<file path="src/rtl/frame_packer_if.sv">
// Pixel-stream input and data-memory write port of the frame packer.
// The master drives pixels and observes writes; the slave is the packer itself.
interface frame_packer_if #(
    parameter int IN_W   = 12,
    parameter int WORD_W = 256,
    parameter int ADDR_W = 7
);
    logic [IN_W-1:0]   iDATA;
    logic              iDVAL;
    logic              iFVAL;
    logic              dmem_wren;
    logic [ADDR_W-1:0] dmem_wraddr;
    logic [WORD_W-1:0] dmem_wrdata;

    modport master (
        output iDATA, iDVAL, iFVAL,
        input  dmem_wren, dmem_wraddr, dmem_wrdata
    );

    modport slave (
        input  iDATA, iDVAL, iFVAL,
        output dmem_wren, dmem_wraddr, dmem_wrdata
    );
endinterface

</file>
<file path="src/rtl/frame_packer.sv">
// Captures one IMG_W x IMG_H frame and packs PIX_W-bit pixels into WORD_W-bit words; a word is written
// the cycle after its last pixel. No backpressure: a pixel may be accepted every cycle.
module frame_packer #(
    parameter int IN_W      = 12,
    parameter int PIX_W     = 8,
    parameter int IMG_W     = 28,
    parameter int IMG_H     = 28,
    parameter int WORD_W    = 256,
    parameter int ADDR_W    = 7,
    parameter int BASE_ADDR = 0,
    parameter int MSB_FIRST = 0
) (
    input  logic           iCLK,
    input  logic           iRST_N,
    input  logic           enable,
    frame_packer_if.slave  px,
    output logic           ccd_done,
    output logic           short_frame,
    output logic           busy
);
    localparam int PPW    = WORD_W / PIX_W;
    localparam int NPIX   = IMG_W * IMG_H;
    localparam int CNT_W  = $clog2(NPIX + 1);
    localparam int SLOT_W = (PPW > 1) ? $clog2(PPW) : 1;

    typedef enum logic [2:0] {
        S_IDLE, S_ARM, S_CAPTURE, S_FLUSH, S_DONE
    } state_t;

    state_t              state_q, state_d;
    logic                fval_q;
    logic [CNT_W-1:0]    pix_cnt_q;
    logic [SLOT_W-1:0]   slot_q;
    logic [SLOT_W-1:0]   slot_pos;
    logic [WORD_W-1:0]   word_q, word_ins;
    logic [ADDR_W-1:0]   addr_q;
    logic                wren_q;
    logic [ADDR_W-1:0]   wraddr_q;
    logic [WORD_W-1:0]   wrdata_q;
    logic [PIX_W-1:0]    pix;
    logic                fval_rise, fval_fall;
    logic                accept, last_pix, slot_full, early_end, has_data, do_write;

    if (IN_W > PIX_W) begin : g_lsb
        logic unused_lsb;
        assign unused_lsb = ^px.iDATA[IN_W-PIX_W-1:0];
    end

    assign pix       = px.iDATA[IN_W-1 -: PIX_W];
    assign fval_rise = px.iFVAL & ~fval_q;
    assign fval_fall = ~px.iFVAL & fval_q;

    // The rising-edge cycle itself may carry pixel 0; anything earlier belongs to a frame already running.
    assign accept    = enable & px.iDVAL &
                       (((state_q == S_ARM) & fval_rise) | (state_q == S_CAPTURE));
    assign last_pix  = accept & (pix_cnt_q == CNT_W'(NPIX - 1));
    assign slot_full = accept & (slot_q == SLOT_W'(PPW - 1));
    assign early_end = enable & (state_q == S_CAPTURE) & fval_fall & ~last_pix;
    assign has_data  = accept | (slot_q != '0);
    assign do_write  = slot_full | last_pix | (early_end & has_data);

    assign slot_pos  = (MSB_FIRST != 0) ? SLOT_W'(PPW - 1) - slot_q : slot_q;

    always_comb begin
        word_ins = word_q;
        if (accept) begin
            word_ins[int'(slot_pos)*PIX_W +: PIX_W] = pix;
        end
    end

    always_ff @(posedge iCLK or negedge iRST_N) begin
        if (!iRST_N) begin
            state_q <= S_IDLE;
        end else begin
            state_q <= state_d;
        end
    end

    always_comb begin
        state_d = state_q;
        case (state_q)
            S_IDLE:    if (enable) state_d = S_ARM;
            S_ARM: begin
                if (!enable)        state_d = S_IDLE;
                else if (last_pix)  state_d = S_FLUSH;
                else if (fval_rise) state_d = S_CAPTURE;
            end
            S_CAPTURE: begin
                if (!enable)                    state_d = S_IDLE;
                else if (last_pix || early_end) state_d = S_FLUSH;
            end
            S_FLUSH:   state_d = S_DONE;
            S_DONE:    if (!enable) state_d = S_IDLE;
            default:   state_d = S_IDLE;
        endcase
    end

    always_comb begin
        busy     = (state_q == S_ARM) || (state_q == S_CAPTURE);
        ccd_done = (state_q == S_DONE);
    end

    always_ff @(posedge iCLK or negedge iRST_N) begin
        if (!iRST_N) begin
            fval_q      <= 1'b0;
            pix_cnt_q   <= '0;
            slot_q      <= '0;
            word_q      <= '0;
            addr_q      <= '0;
            wren_q      <= 1'b0;
            wraddr_q    <= '0;
            wrdata_q    <= '0;
            short_frame <= 1'b0;
        end else begin
            fval_q <= px.iFVAL;
            wren_q <= do_write;
            if (do_write) begin
                wrdata_q <= word_ins;
                wraddr_q <= addr_q;
                addr_q   <= addr_q + ADDR_W'(1);
            end

            if ((state_q == S_IDLE) && enable) begin
                addr_q      <= ADDR_W'(BASE_ADDR);
                short_frame <= 1'b0;
            end else if (early_end) begin
                short_frame <= 1'b1;
            end

            // Idle or aborted: the partial word is dropped, never written.
            if ((state_q == S_IDLE) || !enable) begin
                pix_cnt_q <= '0;
                slot_q    <= '0;
                word_q    <= '0;
            end else begin
                if (accept) begin
                    pix_cnt_q <= pix_cnt_q + CNT_W'(1);
                end
                if (do_write) begin
                    slot_q <= '0;
                    word_q <= '0;
                end else if (accept) begin
                    slot_q <= slot_q + SLOT_W'(1);
                    word_q <= word_ins;
                end
            end
        end
    end

    assign px.dmem_wren   = wren_q;
    assign px.dmem_wraddr = wraddr_q;
    assign px.dmem_wrdata = wrdata_q;
endmodule

</file>
<file path="src/flat_wrapper.sv">
// flat-port wrapper written by rule: the top's interface ports become plain ports
module frame_packer_flat 
#(
    parameter int IN_W      = 12,
    parameter int PIX_W     = 8,
    parameter int IMG_W     = 28,
    parameter int IMG_H     = 28,
    parameter int WORD_W    = 256,
    parameter int ADDR_W    = 7,
    parameter int BASE_ADDR = 0,
    parameter int MSB_FIRST = 0
)
  (iCLK, iRST_N, enable, ccd_done, short_frame, busy, px_iDATA, px_iDVAL, px_iFVAL, px_dmem_wren, px_dmem_wraddr, px_dmem_wrdata);
  frame_packer_if #(.IN_W(IN_W), .WORD_W(WORD_W), .ADDR_W(ADDR_W)) px_i ();
  input  logic iCLK;
  input  logic iRST_N;
  input  logic enable;
  output logic ccd_done;
  output logic short_frame;
  output logic busy;
  input wire logic [$bits(px_i.iDATA)-1:0] px_iDATA;
  input wire logic [$bits(px_i.iDVAL)-1:0] px_iDVAL;
  input wire logic [$bits(px_i.iFVAL)-1:0] px_iFVAL;
  output wire logic [$bits(px_i.dmem_wren)-1:0] px_dmem_wren;
  output wire logic [$bits(px_i.dmem_wraddr)-1:0] px_dmem_wraddr;
  output wire logic [$bits(px_i.dmem_wrdata)-1:0] px_dmem_wrdata;
  assign px_i.iDATA = px_iDATA;
  assign px_i.iDVAL = px_iDVAL;
  assign px_i.iFVAL = px_iFVAL;
  assign px_dmem_wren = px_i.dmem_wren;
  assign px_dmem_wraddr = px_i.dmem_wraddr;
  assign px_dmem_wrdata = px_i.dmem_wrdata;
  frame_packer #(.IN_W(IN_W), .PIX_W(PIX_W), .IMG_W(IMG_W), .IMG_H(IMG_H), .WORD_W(WORD_W), .ADDR_W(ADDR_W), .BASE_ADDR(BASE_ADDR), .MSB_FIRST(MSB_FIRST)) u_core (.iCLK(iCLK), .iRST_N(iRST_N), .enable(enable), .px(px_i), .ccd_done(ccd_done), .short_frame(short_frame), .busy(busy));
endmodule
</file>
<file path="config.mk">
export PLATFORM = sky130hd
export DESIGN_NAME = frame_packer_flat
export DESIGN_NICKNAME = d
export VERILOG_FILES = /design/src/rtl/frame_packer_if.sv /design/src/rtl/frame_packer.sv /design/src/flat_wrapper.sv
export SDC_FILE = /design/constraint.sdc
export NUM_CORES = 1
export LEC_CHECK = 0
export BUFFER_PORTS_ARGS = -buffer_cell sky130_fd_sc_hd__buf_2
export CORE_ASPECT_RATIO = 1.75
export CORE_MARGIN = 1
export CORE_UTILIZATION = 40
export DETAILED_ROUTE_END_ITERATION = 16
export GPL_TIMING_DRIVEN = 0
export PLACE_DENSITY = 0.58
export SETUP_SLACK_MARGIN = 0.05
export SYNTH_ARGS = -nofsm -noshare
export SYNTH_HDL_FRONTEND = slang
export SYNTH_SLANG_ARGS = --single-unit
</file>
<file path="constraint.sdc">
create_clock -name iCLK -period 3.6 [get_ports iCLK]
set_input_delay 0.72 -clock iCLK [delete_from_list [all_inputs] [get_ports iCLK]]
set_output_delay 0.72 -clock iCLK [all_outputs]
set_load 0.1 [all_outputs]
</file>
### Yosys cells after proc, flatten, opt, wreduce, memory -nomap -nowiden

Index checks and enable logic that the tools add are counted.

* input bits: 17
* logic and storage cells: 78
* register bits after elaboration: 547
* output and inout bits: 267

* reduce and logical (&&, ||, !) cells: 12
* equality and inequality tests: 10
* add/sub/neg operators: 4
* muxes and demuxes: 22
* shift operators: 2
* bitwise gates (word level): 18

Operator list (count)
* 2-to-1 mux 256 bit: 4
* bitwise mux 256 bit: 1
* variable shift 8 x 33 -> 256 bit (first input constant): 1
* variable part select 8 x 33 -> 256 bit: 1
* negation 8 -> 33 bit: 1
* 2-to-1 mux 3 bit: 7
* 2-to-1 mux 10 bit: 2
* 2-to-1 mux 5 bit: 3
* one-hot mux 3 bit (5 select lines): 1
* 2-to-1 mux 7 bit: 2
* bitwise AND 1 bit: 11
* adder 10 x 1 -> 10 bit (second input constant): 1
* == test 10 bit (second input constant): 1
* adder 7 x 1 -> 7 bit (second input constant): 1
* == test 3 x 2 -> 1 bit (second input constant): 2
* nonzero test 2 bit: 3
* adder 5 x 1 -> 5 bit (second input constant): 1
* == test 5 bit (second input constant): 1
* nonzero test 5 bit: 1
* != test 2 bit (second input constant): 2
* != test 4 x 2 -> 1 bit (second input constant): 1
* bitwise OR 1 bit: 4
* AND reduction 4 bit: 1
* == test 3 x 1 -> 1 bit (second input constant): 1
* 9 further kinds: 14

### Longest topological paths before layout

* depth in word-level cells: 12
* depth in mapped cells: 13
* gate-level depth less buffers: 10

### Worst setup path before layout

OpenSTA, ideal clock, no wires.

* path type: flip-flop to output port
* from: register u_core.state_q[0]
* to: output ccd_done
* arrival: 2.793 ns
* slack: 0.087 ns
* cell stages (with the launch flop): 3
* cell sequence: dfrtp_1 -> buf_2 -> nor3b_1

* cells in the longest elaborated chain, start to end: 1

RTL lines
* from (decl): line frame_packer.sv:30 `state_t state_q, state_d;`
* from (signal assigned): line frame_packer.sv:75 `state_q <= state_d;`
* == test 3 bit: line frame_packer.sv:100 `ccd_done = (state_q == S_DONE);`
* to (decl): line flat_wrapper.sv:18 `output logic ccd_done;`

Every way passes these cells.

### Worst setup path after layout

* from: register u_core.slot_q[0] (netlist: u_core.slot_pos[0])
* to: register u_core.word_q[173]

* cells in the longest elaborated chain, start to end: 7
* elaborated cells between the ends (all ways): 16

RTL lines
* from (decl): line frame_packer.sv:33 `logic [SLOT_W-1:0] slot_q;`
* from (signal assigned): line frame_packer.sv:143 `slot_q <= slot_q + SLOT_W'(1);`
* negation 8 -> 33 bit: line frame_packer.sv:67 `word_ins[int'(slot_pos)*PIX_W +: PIX_W] = pix;`
* variable part select 8 x 33 -> 256 bit or variable shift 8 x 33 -> 256 bit (tied branches): line frame_packer.sv:67
* bitwise mux 256 bit: line frame_packer.sv:67
* 2-to-1 mux 256 bit: line frame_packer.sv:66 `if (accept) begin`
* 2-to-1 mux 256 bit: line frame_packer.sv:142 `end else if (accept) begin`
* 2-to-1 mux 256 bit: line frame_packer.sv:139 `if (do_write) begin`
* 2-to-1 mux 256 bit: line frame_packer.sv:131 `if ((state_q == S_IDLE) || !enable) begin`
* to (signal assigned): line frame_packer.sv:144 `word_q <= word_ins;`
* to (decl): line frame_packer.sv:35 `logic [WORD_W-1:0] word_q, word_ins;`

Parallel ways exist; a longest one is shown, timed or not. The select of a mux whose other input is x is not followed.
A chain may end at the register's enable or synchronous reset.

==> results.json <==
{
  "critPathMaxFanout": 10,
  "route.final.wire_length_um": 85400,
  "synth_top_area_cell": "sky130_fd_sc_hd__dfrtp_1",
  "rr_worst_depth": 13,
  "worst-endpoint-required_ns": 4.13,
  "cp_data_arrival_time_ns": 3.99,
  "wl_per_cell_um": 26.1,
  "number_of_slew_limit_violations_in_the_final_report": 0,
  "r2r_slack_ns": 0.14,
  "yosysSeqAreaShare_pct": 56.2,
  "grt_setup_unrepaired": "true",
  "drive_above_1_share_pct": 26.7,
  "cts_tree": "built",
  "detailed_place_hpwl_um": 63300,
  "cp-start-kind": "register",
  "cap_viol_max_count": 0,
  "placement_rows": 119,
  "initial_utilization_pct": 40.5,
  "cts-buffers-inserted": 50,
  "design.die.area_um2": 61900,
  "worst_clock_skew_ns": 0.0142,
  "ys_ff_latch": 547,
  "number_of_top_level_pins": 284,
  "power.switching_mw": 3.96,
  "r2r-start": "u_core.slot_pos[0]",
  "first_iter_violations": 1532,
  "dieWidth_um": 189,
  "sequentialPowerShare_pct": 46.5,
  "max_slew.worst_pin.slew_ns": 1.10,
  "cp-end-kind": "register",
  "post-route-min-period_ns": 3.46,
  "routabilityCongestion": 0.958,
  "r2r_end": "u_core.word_q[173]",
  "leakage_nw": 13.4,
  "io_buffer_count": 271,
  "placeableCoreArea_um2": 60200,
  "yosys.area.top_type_share_pct": 56.2,
  "global_routing_usage_summed_across_all_routing_layers_pct": 27.4,
  "synthArstFlopShare_pct": 100,
  "antenna_left": 0,
  "synth.yosys.warnings": 0,
  "internal-power_mw": 9.72,
  "clock_path_buffers": 3,
  "antenna_violations_before_repair": 4,
  "cts.reportedPaths.clkPinSlew_ns": 0.07,
  "power_per_cell_area_nw_per_um2": 471,
  "holdCritPathClass": "in -> async",
  "achievable-frequency_mhz": 289,
  "synth_area_um2": 24400,
  "grt_pass1_vias": 19359,
  "synth.avg_cell_area_um2": 11.5,
  "power_frac_comb_pct": 12.2,
  "clock_tree.root_cell": "sky130_fd_sc_hd__clkbuf_16",
  "design.final.nets": 2467,
  "synthesis.nets": 2140,
  "syn_inst": 2117,
  "critical_path.startpoint": "u_core.slot_pos[0]",
  "ys_dominant_reg_cell": "sky130_fd_sc_hd__dfrtp_1",
  "p_sw_share_pct": 28.9,
  "insertion_delay_ns": 0.60,
  "h-tree-depth": 2,
  "synthDistinctLibCells": 58,
  "power.share.clock_pct": 41.3,
  "finalCoreUtilization_pct": 48.3,
  "cts_sinks": 547,
  "layout_worst_path_cycle_share_pct": 96.2,
  "pin_count_of_the_biggest_net_entering_global_routing": 119,
  "setup.worst_path.class": "reg -> reg",
  "detailedRoute.firstPassIterationCount": 5,
  "edff_count_synth": 0,
  "area_growth_syn_to_layout_pct": 19.3,
  "outcome": "finished, final reports clean",
  "routed_via_density": 5.78,
  "wire_length_of_the_first_global_routing_pass_um": 126000,
  "layout_commonest_cell": "sky130_fd_sc_hd__dfrtp_1",
  "setup-tns-final_ns": 0,
  "die_height_um": 328,
  "grt-ovfl-total": 0,
  "worst_ir_drop_vdd_uv": 346,
  "drt_drc_violations_left": 0,
  "hold_buffers": 0,
  "setup_viol": 0,
  "layout.cells.most_common_list": "sky130_fd_sc_hd__dfrtp_1 (547), sky130_fd_sc_hd__buf_2 (314), sky130_fd_sc_hd__nor3_1 (212), sky130_fd_sc_hd__a21oi_1 (199), sky130_fd_sc_hd__mux2i_1 (191)",
  "timing.final.hold_violations": 0,
  "synth_top_cells_by_area": "sky130_fd_sc_hd__dfrtp_1 (56%), sky130_fd_sc_hd__mux2i_1 (8.1%), sky130_fd_sc_hd__mux2_2 (5.5%), sky130_fd_sc_hd__a22o_1 (4.9%), sky130_fd_sc_hd__nor3_1 (4.4%)",
  "worst_slew_margin_rel_pct": 26.2,
  "routed-via-count": 18918
}
==> logic make-up (layout without fill, tap and decap cells) <==
| logic type | count (synthesis) | after routing | synth area share, % |
|---|---|---|---|
| muxes | 315 | 315 | 13.6 |
| adders and majority gates | 6 | 6 | 0.308 |
| AOI/OAI and AO/OA | 531 | 531 | 15.5 |
| and+or+nand+nor | 534 | 534 | 11.0 |
| DFF | 547 | 547 | 56.2 |
| other | 0 | 4 | 0 |
| xor gates and xnor gates | 9 | 9 | 0.324 |
| buffers and inverters | 175 | 541 | 3.20 |
==> critical path, cell delays in order (launching register included) <==
cell and delay (ns):
sky130_fd_sc_hd__dfrtp_1 0.40, sky130_fd_sc_hd__clkbuf_4 0.24, sky130_fd_sc_hd__inv_1 0.13, sky130_fd_sc_hd__ha_1 0.29, sky130_fd_sc_hd__nand2b_1 0.16, sky130_fd_sc_hd__nor2_1 0.06
sky130_fd_sc_hd__ha_1 0.39, sky130_fd_sc_hd__nor2b_2 0.25, sky130_fd_sc_hd__nand3_2 0.20, sky130_fd_sc_hd__nor4_2 0.44, sky130_fd_sc_hd__buf_4 0.29, sky130_fd_sc_hd__and2_1 0.15
sky130_fd_sc_hd__buf_2 0.21, sky130_fd_sc_hd__a22o_1 0.17
==> power groups by stage <==
stage               Sequential (mW)  Combinational (mW)  Clock, mW
floorplan                      7.29               0.349          0
global placement               6.48                1.63          0
detailed placement             6.48                1.66          0
CTS                            6.36                1.67       5.74
global route                   6.36                1.75       5.98
finish                         6.36                1.67       5.65
==> final cells by class <==
class                      instances  area (um^2)
fill                            5603        31100
sequential                       547        13700
multi-input combinational       1395        10300
timing repair buffer             277         1510
clock buffer                      76         1490
tap                              786          983
buffer                           165          886
clock inverter                    15          203
inverter                           8         30.0
antenna                            4         10.0
==> synthesized netlist by cell type, types with 9 or more instances <==
| master | number |
|---|---|
| sky130_fd_sc_hd__dfrtp_1 | 547 |
| sky130_fd_sc_hd__nor3_1 | 214 |
| sky130_fd_sc_hd__a21oi_1 | 199 |
| sky130_fd_sc_hd__mux2i_1 | 197 |
| sky130_fd_sc_hd__a22o_1 | 136 |
| sky130_fd_sc_hd__o2bb2ai_1 | 120 |
| sky130_fd_sc_hd__mux2_2 | 118 |
| sky130_fd_sc_hd__nand2_1 | 102 |
| sky130_fd_sc_hd__nor2_1 | 85 |
| sky130_fd_sc_hd__buf_2 | 76 |
| sky130_fd_sc_hd__clkbuf_1 | 72 |
| sky130_fd_sc_hd__and2_1 | 39 |
| sky130_fd_sc_hd__o21ai_1 | 23 |
| sky130_fd_sc_hd__nor4_1 | 21 |
| sky130_fd_sc_hd__nand3_1 | 15 |
| sky130_fd_sc_hd__and3_1 | 14 |
| sky130_fd_sc_hd__nand2b_1 | 13 |
| sky130_fd_sc_hd__o21ai_0 | 13 |
| sky130_fd_sc_hd__clkbuf_2 | 9 |
==> stage by stage <==
stage / power (mW) / area (um^2) / setup slack, ns / std cells / hold slack (ns)
final: 13.7 / 29100 / 0.136 / 3273 / 0.144
after global routing: 14.1 / 29000 / 0.00844 / 3272 / 0.195
after CTS: 13.8 / 28800 / 0.0240 / 3270 / 0.159
after detailed placement: 8.13 / 26800 / -0.694 / 3178 / 0.472
after global placement: 8.10 / 26700 / -9.37 / 3174 / 0.466
after floorplan: 7.64 / 24400 / 0.0870 / 2117 / 0.424
==> how the worst max path moves through the flow <==
stage / end / slack (ns) / cells past startpoint
final: u_core.word_q[173] / 0.14 / 13
after global routing: u_core.word_q[168] / 0.008 / 13
after CTS: u_core.px.dmem_wrdata[247] / 0.02 / 12
after detailed placement: u_core.px.dmem_wrdata[225] / -0.69 / 13
after global placement: u_core.px.dmem_wrdata[147] / -9.37 / 1
after floorplan: ccd_done / 0.09 / 2
==> routing by layer <==
layer / GRT usage, % / vias up / wire length, um
met5: 0 / - / 15
met4: 15.0 / 2 / 4770
met3: 3.62 / 205 / 3910
met1: 32.0 / 9599 / 33000
met2: 48.5 / 649 / 43700
li1: - / 8463 / -
==> timing repair <==
action / 4_1_cts / 5_1_grt
pin swaps: 4 / 2
setup buffers: 2 / 0
cloned: 0 / 0
resized for setup: 82 / 73
setup endpoints to repair: 518 / 506
==> sequential cells by signal (all words and copies together) (netlist names) <==
| name | count |
|---|---|
| u_core.state_q | 3 |
| u_core.word_q | 256 |
| u_core.px.dmem_wrdata | 256 |
| u_core.px.dmem_wraddr | 7 |
| u_core.fval_q | 1 |
| u_core.px.dmem_wren | 1 |
| u_core.pix_cnt_q | 10 |
| u_core.slot_pos | 5 |
| u_core.addr_q | 7 |
| u_core.short_frame | 1 |
No activity file was read; power rests on OpenSTA's default activity.
